### src/rtl/fifo_uart_tx.sv
// Drains a byte-wide FIFO one entry at a time and serializes each byte as UART 8N1, LSB first.
// All outputs are registered; tx idles high and only moves on bit boundaries.
module fifo_uart_tx #(
  parameter int unsigned CLKS_PER_BIT = 16,
  parameter int unsigned CNT_W        = 16
) (
  input  logic             clk,
  input  logic             rst,
  input  logic             tx_en,
  input  logic             fifo_empty,
  output logic             fifo_rd,
  input  logic [7:0]       fifo_data,
  output logic             tx,
  output logic             busy,
  output logic             tx_done,
  output logic [CNT_W-1:0] frames_sent
);

  localparam int unsigned BaudW = (CLKS_PER_BIT > 1) ? $clog2(CLKS_PER_BIT) : 1;
  localparam logic [BaudW-1:0] BaudMax = BaudW'(CLKS_PER_BIT - 1);

  typedef enum logic [2:0] {
    StIdle,
    StFetch,
    StLoad,
    StStart,
    StData,
    StStop
  } state_e;

  state_e           state_q;
  logic [7:0]       shift_q;
  logic [BaudW-1:0] baud_q;
  logic [2:0]       bit_idx_q;

  always_ff @(posedge clk or negedge rst) begin
    if (!rst) begin
      state_q     <= StIdle;
      shift_q     <= 8'h00;
      baud_q      <= '0;
      bit_idx_q   <= 3'd0;
      fifo_rd     <= 1'b0;
      tx          <= 1'b1;
      busy        <= 1'b0;
      tx_done     <= 1'b0;
      frames_sent <= '0;
    end else begin
      fifo_rd <= 1'b0;
      tx_done <= 1'b0;
      unique case (state_q)
        StIdle: begin
          baud_q <= '0;
          if (tx_en && !fifo_empty) begin
            state_q <= StFetch;
            fifo_rd <= 1'b1;
            busy    <= 1'b1;
          end
        end
        // fifo_data becomes valid after the edge that closes this cycle.
        StFetch: state_q <= StLoad;
        StLoad: begin
          shift_q <= fifo_data;
          baud_q  <= '0;
          tx      <= 1'b0;
          state_q <= StStart;
        end
        StStart: begin
          if (baud_q == BaudMax) begin
            baud_q    <= '0;
            bit_idx_q <= 3'd0;
            tx        <= shift_q[0];
            shift_q   <= {1'b0, shift_q[7:1]};
            state_q   <= StData;
          end else begin
            baud_q <= baud_q + BaudW'(1);
          end
        end
        StData: begin
          if (baud_q == BaudMax) begin
            baud_q <= '0;
            if (bit_idx_q == 3'd7) begin
              tx      <= 1'b1;
              state_q <= StStop;
            end else begin
              tx        <= shift_q[0];
              shift_q   <= {1'b0, shift_q[7:1]};
              bit_idx_q <= bit_idx_q + 3'd1;
            end
          end else begin
            baud_q <= baud_q + BaudW'(1);
          end
        end
        StStop: begin
          if (baud_q == BaudMax) begin
            baud_q      <= '0;
            tx_done     <= 1'b1;
            frames_sent <= frames_sent + CNT_W'(1);
            busy        <= 1'b0;
            state_q     <= StIdle;
          end else begin
            baud_q <= baud_q + BaudW'(1);
          end
        end
        default: begin
          state_q <= StIdle;
          busy    <= 1'b0;
          tx      <= 1'b1;
        end
      endcase
    end
  end

endmodule

### config.mk
export PLATFORM = sky130hd
export DESIGN_NAME = fifo_uart_tx
export DESIGN_NICKNAME = d
export VERILOG_FILES = /design/src/rtl/fifo_uart_tx.sv
export SDC_FILE = /design/constraint.sdc
export NUM_CORES = 1
export LEC_CHECK = 0
export ABC_CLOCK_PERIOD_IN_PS = 2050
export CORE_UTILIZATION = 55
export CTS_BUF_LIST = sky130_fd_sc_hd__clkbuf_4
export DETAILED_ROUTE_END_ITERATION = 10
export PLACE_DENSITY = 0.81
export SKIP_CTS_REPAIR_TIMING = 1
export SYNTH_ARGS = -nofsm -noshare
export SYNTH_HDL_FRONTEND = slang
export SYNTH_SLANG_ARGS = --single-unit
### constraint.sdc
create_clock -name clk -period 2.05 [get_ports clk]
set_clock_uncertainty 0.15 [all_clocks]
set_input_delay 0.615 -clock clk [delete_from_list [all_inputs] [get_ports clk]]
set_output_delay 0.615 -clock clk [all_outputs]
set_load 0.05 [all_outputs]
==> results of run 1 <==
[cell type report]
cell class	instances	area [µm²]
Inverter	1	3.754
Clock inverter	2	10.01
Sequential cell	38	953.4
Multi-Input combinational cell	146	1015
Clock buffer	5	37.54
Timing Repair Buffer	43	563.0
Tap cell	46	57.56
Fill cell	235	802.0
[layer usage]
layer	vias to the layer above	global-route usage [%]	routed length [µm]
met5	-	0	0
met4	0	7.558	73
met3	10	6.204	221
met2	63	46.20	2516
met1	841	31.20	1949
li1	804	-	-
[worst min-delay path by stage]
stage	to	slack [ps]	cells past startpoint
4_1_cts	frames_sent[15]	360	1
6_report	frames_sent[15]	350	1
3_5_place_dp	frames_sent[15]	340	1
5_1_grt	frames_sent[15]	380	1
3_3_place_gp	frames_sent[15]	320	1
2_1_floorplan	baud_q[0]	170	0
[critical path: cells and delay by family, from the launching register on]
family,cells,cell delay (ps)
simple gates,2,550
fa+ha+maj,2,440
compound gates,1,70
flops,1,400
mux,1,290
[state kept, by name, summed over array words and instances, names as in the netlist]
name and cells:
state_q 3, tx 1, frames_sent 16, tx_done 1, baud_q 4, shift_q 8, busy 1, bit_idx_q 3
fifo_rd 1
[cells by family (layout without fill, tap and decap cells)]
kind of cell             after synthesis  in the layout  share of synthesized area [%]
AO/OA/AOI/OAI                         50             50                          16.00
XOR/XNOR                              15             15                          6.462
adder cells (fa/ha/maj)                4              4                          2.462
buffers and inverters                 16             51                          4.615
flip-flops                            38             38                          46.83
multiplexers                           4              4                          2.338
AND/OR/NAND/NOR                       73             73                          21.29
[power by group through the flow]
stage	Sequential, mW	Clock, mW	Combinational [mW]
2_1_floorplan	0.780	0	0.0114
3_3_place_gp	0.777	0	0.0618
3_5_place_dp	0.778	0	0.0647
4_1_cts	0.764	0.374	0.0651
5_1_grt	0.765	0.412	0.0706
6_report	0.764	0.371	0.0636
[placed cells by master (no fill, tap or decap), drive strengths merged, types with 2 or more instances in the layout]
cell type	synthesis	final
dfrtp	37	37
buf	13	32
o21ai	16	16
nand2	15	15
xnor2	13	13
nor2	11	11
clkdlybuf4s50	0	11
nor3b	10	10
a21oi	9	9
nand3	8	8
and3	7	7
o221ai	7	7
nand4	6	6
clkbuf	2	5
ha	4	4
nor3	4	4
o22ai	4	4
nor2b	3	3
a22o	3	3
a22oi	3	3
nand2b	3	3
mux2	3	3
xor2	2	2
a31oi	2	2
a221oi	2	2
clkinv	0	2
or3b	2	2
==> key figures, run 1 <==
Floorplan
  – Row Count: 21
  – Die footprint: 0.003944 mm²
  – Core area: 0.003442 mm²
  – Chip Height: 62.80 µm
  – I/O pin count: 32
  – Die width: 62.80 µm
  – Initial Util: 59.07%

Synth
  – Synthesis Warnings: 0
  – Top-count cell post-synth: dfrtp_1
  – Commonest cells post-synth: 37 x dfrtp_1, 15 x nand2_1, 14 x o21ai_0
  – Ys async rst share: 100.0%
  – Yosys reg bits: 38
  – Syn_nets: 216
  – Mapped Cells: 200
  – Post-synth top area cell: dfrtp_1
  – Seq/Total Area, Yosys: 46.83%
  – Avg Cell Area, Syn: 10.17 µm²
  – Top cells by area, synth: dfrtp_1 46%, xnor2_1 5.6%, nor3b_1 3.7%, o21ai_0 3.4%, o221ai_1 3.0%
  – Post-synth cell types: 45
  – Post-synthesis cell area: 0.002033 mm²
  – Post-synth EDFFs: 0
  – Post-synth top area share: 45.54%
  – Most used DFF post-synth: dfrtp_1

STA
  – Final period util: 97.69%
  – Final setup margin: 47.42 ps
  – Pins Over Slew Limit: 0
  – Worst-Margin Slew: 536.3 ps
  – Hold Vio Cnt, Final: 0
  – Achievable Freq: 0.4994 GHz
  – Crit path time final: 2003 ps
  – Slew HR: 64.25%
  – Setup TNS: 0 ps
  – Fin Hold WS: 349.9 ps
  – Final setup fails: 0

Min path
  – Startpoint of the worst hold path: frames_sent[15]
  – Hold crit path type: reg2reg

Clock tree
  – Maximum clock path buffer count: 2
  – CTS H-tree depth: 2
  – CTS Buf Count: 5
  – Root Buffer: clkbuf_4
  – CTS tree: done
  – CTS clock-pin slew for the worst setup and hold paths: 110 ps
  – Clock Latency Late Sink: 340 ps
  – # clock sinks: 38

Placed design
  – Pre-CTS setup slack: -125.6 ps
  – Port Buffers: 31
  – Dpl cells: 274
  – DP HPWL: 3487 µm
  – Gpl congestion: 0.7758
  – Cell Area, Placed: 0.002564 mm²

Power
  – VDD IR-drop max: 382.2 µV
  – Sw power: 0.2839 mW
  – Comb power frac: 5.3%
  – Clock power frac: 30.9%
  – Pwr/cell area: 453.9 mW/mm²
  – Power Total: 1.198 mW
  – Sequential power share: 63.8%
  – P_int: 0.9144 mW
  – P_leak: 1.170 nW
  – Switch share: 23.69%

Cells and area
  – Synth-to-Final Area Change: 29.85%
  – Final #Nets: 251
  – Ant diodes: 0
  – Share of cells above drive strength 1: 22.98%
  – Finished Core Util: 76.70%
  – Layout Cells excl Fill: 281
  – Finished Cell Area: 0.002640 mm²

Critical path
  – Worst path required time: 2140 ps
  – Critical path data arrival time: 2090 ps
  – Crit path launch type: flop
  – Largest stage delay, worst path: 400 ps
  – CP endpoint: bit_idx_q[0]
  – Crit. End Element: flop
  – Crit-path cells: ha_1, ha_1, nor4b_4, a21oi_1, nand2b_1, mux2_2
  – Top cell by count, worst path: ha_1
  – Crit path launch: bit_idx_q[0]
  – Critical path class: reg2reg
  – Peak fanout along the critical path: 3
  – FF-to-FF setup slack: 50 ps
  – Worst-case reg-to-reg path depth: 6
  – Crit path max-delay cell type: dfrtp_1
  – FF-to-FF End: bit_idx_q[0]
  – FF-to-FF Start: bit_idx_q[0]

Global route
  – Gr ovfl total: 0
  – Total GRT Usage: 26.07%
  – Initial antenna violation count: 0
  – First-pass GRT wire length: 8017 µm
  – Largest net degree at the start of global routing: 39
  – Vias in the first global route: 1688

Routing
  – Average wire per standard cell: 16.94 µm
  – Via/cell ratio: 6.114
  – DRT Pass-1 Iters: 4
  – Final wirelength: 4760 µm
  – Final ANT Viol Nets: 0
  – Vias: 1718
  – DR iter-0 viols: 94
  – Remaining DRCs: 0

Status
  – Status: completed

Job
  – Max capacitance violation total: 0
Note: power is estimated with default switching activity, not from simulation.
==> run 2, diff against run 1 <==
--- a/config.mk
+++ b/config.mk
@@ -9,7 +9,7 @@
 export CORE_UTILIZATION = 55
 export CTS_BUF_LIST = sky130_fd_sc_hd__clkbuf_4
 export DETAILED_ROUTE_END_ITERATION = 10
-export PLACE_DENSITY = 0.81
+export PLACE_DENSITY_LB_ADDON = 0.12
 export SKIP_CTS_REPAIR_TIMING = 1
 export SYNTH_ARGS = -nofsm -noshare
 export SYNTH_HDL_FRONTEND = slang
==> constraint.sdc (replaced) <==
create_clock -name clk -period 2.05 [get_ports clk]
set_clock_uncertainty 0.15 [all_clocks]
set_input_delay 0.615 -clock clk [delete_from_list [all_inputs] [get_ports clk]]
set_output_delay 0.615 -clock clk [all_outputs]
set_load 0.02 [all_outputs]
==> run 2 against run 1 <==
Combinational power is 11% lower. First-iteration DRC count rose by 60%. Setup slack gained 55 ps. Critical endpoint unchanged. Largest power group unchanged.
==> key figures, run 2 (synthesized netlist as in run 1, its figures left out) <==
Min path
  – Hold Crit Depth: 1 (unchanged)
  – Hold crit path type: reg2reg (unchanged)
  – Startpoint of the worst hold path: frames_sent[15] (unchanged)
  – Min-Delay Endpoint: frames_sent[15] (unchanged)

Clock tree
  – Maximum clock path buffer count: 2 (unchanged)
  – CTS H-tree depth: 2 (unchanged)
  – # clock sinks: 38 (unchanged)
  – CTS tree: done (unchanged)
  – CTS Buf Count: 5 (unchanged)
  – Clock Latency Late Sink: 330 ps (was 340 ps)
  – CTS clock-pin slew for the worst setup and hold paths: 120 ps (was 110 ps)
  – Root Buffer: clkbuf_4 (unchanged)

Routing
  – Remaining DRCs: 0 (unchanged)
  – DR iter-0 viols: 150 (was 94)
  – Final ANT Viol Nets: 0 (unchanged)
  – Vias: 1686 (was 1718)
  – Final wirelength: 4458 µm (was 4760 µm)
  – DRT Pass-1 Iters: 4 (unchanged)
  – Via/cell ratio: 5.958 (was 6.114)
  – Average wire per standard cell: 15.75 µm (was 16.94 µm)

Cells and area
  – Share of cells above drive strength 1: 13.92% (was 22.98%)
  – Ant diodes: 0 (unchanged)
  – Commonest cells after routing, fill and taps aside: 37 x dfrtp_1, 20 x dlymetal6s2s_1, 15 x nand2_1, 14 x o21ai_0 (was 36 x dfrtp_1, 17 x buf_12, 15 x nand2_1, 15 x buf_4, 14 x o21ai_0)
  – Max reg flops: 16 (unchanged)
  – Final #Nets: 252 (was 251)
  – Synth-to-Final Area Change: 24.74% (was 29.85%)
  – Biggest register: frames_sent (unchanged)
  – Finished Core Util: 73.68% (was 76.70%)
  – Commonest non-fill, non-tap cell in the layout: dfrtp_1 (unchanged)
  – Top Registers: frames_sent: 16 flops, shift_q: 8 flops, baud_q: 4 flops (unchanged)

Status
  – Status: completed (unchanged)

STA
  – Setup repair after global routing missed its margin: false
  – Final period util: 95.03% (was 97.69%)
  – Worst-Margin Slew: 394.5 ps (was 536.3 ps)
  – Fin Hold WS: 322.7 ps (was 349.9 ps)
  – Slew HR: 73.70% (was 64.25%)
  – Hold Vio Cnt, Final: 0 (unchanged)
  – Final setup fails: 0 (unchanged)
  – Crit path time final: 1948 ps (was 2003 ps)
  – Achievable Freq: 0.5133 GHz (was 0.4994 GHz)
  – Pins Over Slew Limit: 0 (unchanged)
  – Setup TNS: 0 ps (unchanged)

Floorplan
  – Die width: 62.80 µm (unchanged)
  – Row Count: 21 (unchanged)
  – Initial Util: 59.07% (unchanged)
  – Die footprint: 0.003944 mm² (unchanged)
  – I/O pin count: 32 (unchanged)
  – Core area: 0.003442 mm² (unchanged)
  – Chip Height: 62.80 µm (unchanged)

Critical path
  – FF-to-FF setup slack: 100 ps (was 50 ps)
  – FF-to-FF End: bit_idx_q[0] (unchanged)
  – FF-to-FF Start: bit_idx_q[0] (unchanged)
  – Worst path required time: 2130 ps (was 2140 ps)
  – Worst-case reg-to-reg path depth: 6 (unchanged)
  – Critical path class: reg2reg (unchanged)
  – Critical path data arrival time: 2030 ps (was 2090 ps)
  – Peak fanout along the critical path: 4 (was 3)
  – Crit. End Element: flop (unchanged)
  – Crit path launch type: flop (unchanged)

Global route
  – Initial antenna violation count: 0 (unchanged)
  – Largest net degree at the start of global routing: 24 (was 39)
  – First-pass GRT wire length: 7672 µm (was 8017 µm)
  – Total GRT Usage: 24.69% (was 26.07%)
  – Gr ovfl total: 0 (unchanged)
  – Vias in the first global route: 1649 (was 1688)

Placed design
  – Port Buffers: 31 (unchanged)
  – DP HPWL: 3121 µm (was 3487 µm)
  – Gpl congestion: 0.7589 (was 0.7758)

Power
  – VDD IR-drop max: 483.6 µV (was 382.2 µV)
  – Power Total: 1.321 mW (was 1.198 mW)
  – Pwr/cell area: 520.9 mW/mm² (was 453.9 mW/mm²)
  – P_leak: 1.430 nW (was 1.170 nW)

Job
  – Max capacitance violation total: 0 (unchanged)
run 2: how the worst max path moves through the flow:
| stage | from | to | slack [ps] | cells after the start |
|---|---|---|---|---|
| 2_1_floorplan | baud_q[0] | frames_sent[1] | 240 | 6 |
| 3_3_place_gp | tx_en | busy | -20 | 5 |
| 3_5_place_dp | tx_en | busy | -110 | 5 |
| 4_1_cts | tx | tx | -210 | 1 |
| 5_1_grt | bit_idx_q[0] | shift_q[0] | 5 | 6 |
| 6_report | bit_idx_q[0] | bit_idx_q[0] | 100 | 6 |
run 2: report_power, final:
part           total [mW]  leakage [nW]  internal [mW]  switching (mW)
clock network       0.502        0.0450          0.253           0.249
registers           0.762         0.480          0.757         0.00550
logic              0.0564         0.905         0.0301          0.0263
total                1.32          1.43           1.04           0.281
run 2: cell type report:
type                       count  area (µm²)
clock buffer                   5       37.54
clock inverter                 3       40.04
fill                         265       905.9
inverter                       1       3.754
multi-input combinational    146       987.2
sequential                    38       952.2
tap                           46       57.56
timing repair buffer          44       457.9
run 2: per-stage QoR:
step / cell area, µm² / setup slack, ps / instances
4_1_cts: 2486 / -207.7 / 283
2_1_floorplan: 2033 / 240.9 / 200
6_report: 2536 / 102.0 / 283
3_5_place_dp: 2409 / -105.3 / 275
3_3_place_gp: 2409 / -20.58 / 275
5_1_grt: 2536 / 5.437 / 283
run 2: worst max-delay path, stage by stage, from the launching register on:
cell	delay, ps
dfrtp_1	410
ha_1	200
ha_1	250
nor4b_2	290
a21oi_1	70
nand2b_1	190
mux2_2	280
run 2: metal layers:
layer  vias up  part of all wire, %  GRT usage [%]
li1        808                    -              -
met1       819                   44          31.94
met2        53                   51          43.21
met3         6                  4.2          4.562
met4         0                  1.4          4.651
met5         -                    0              0
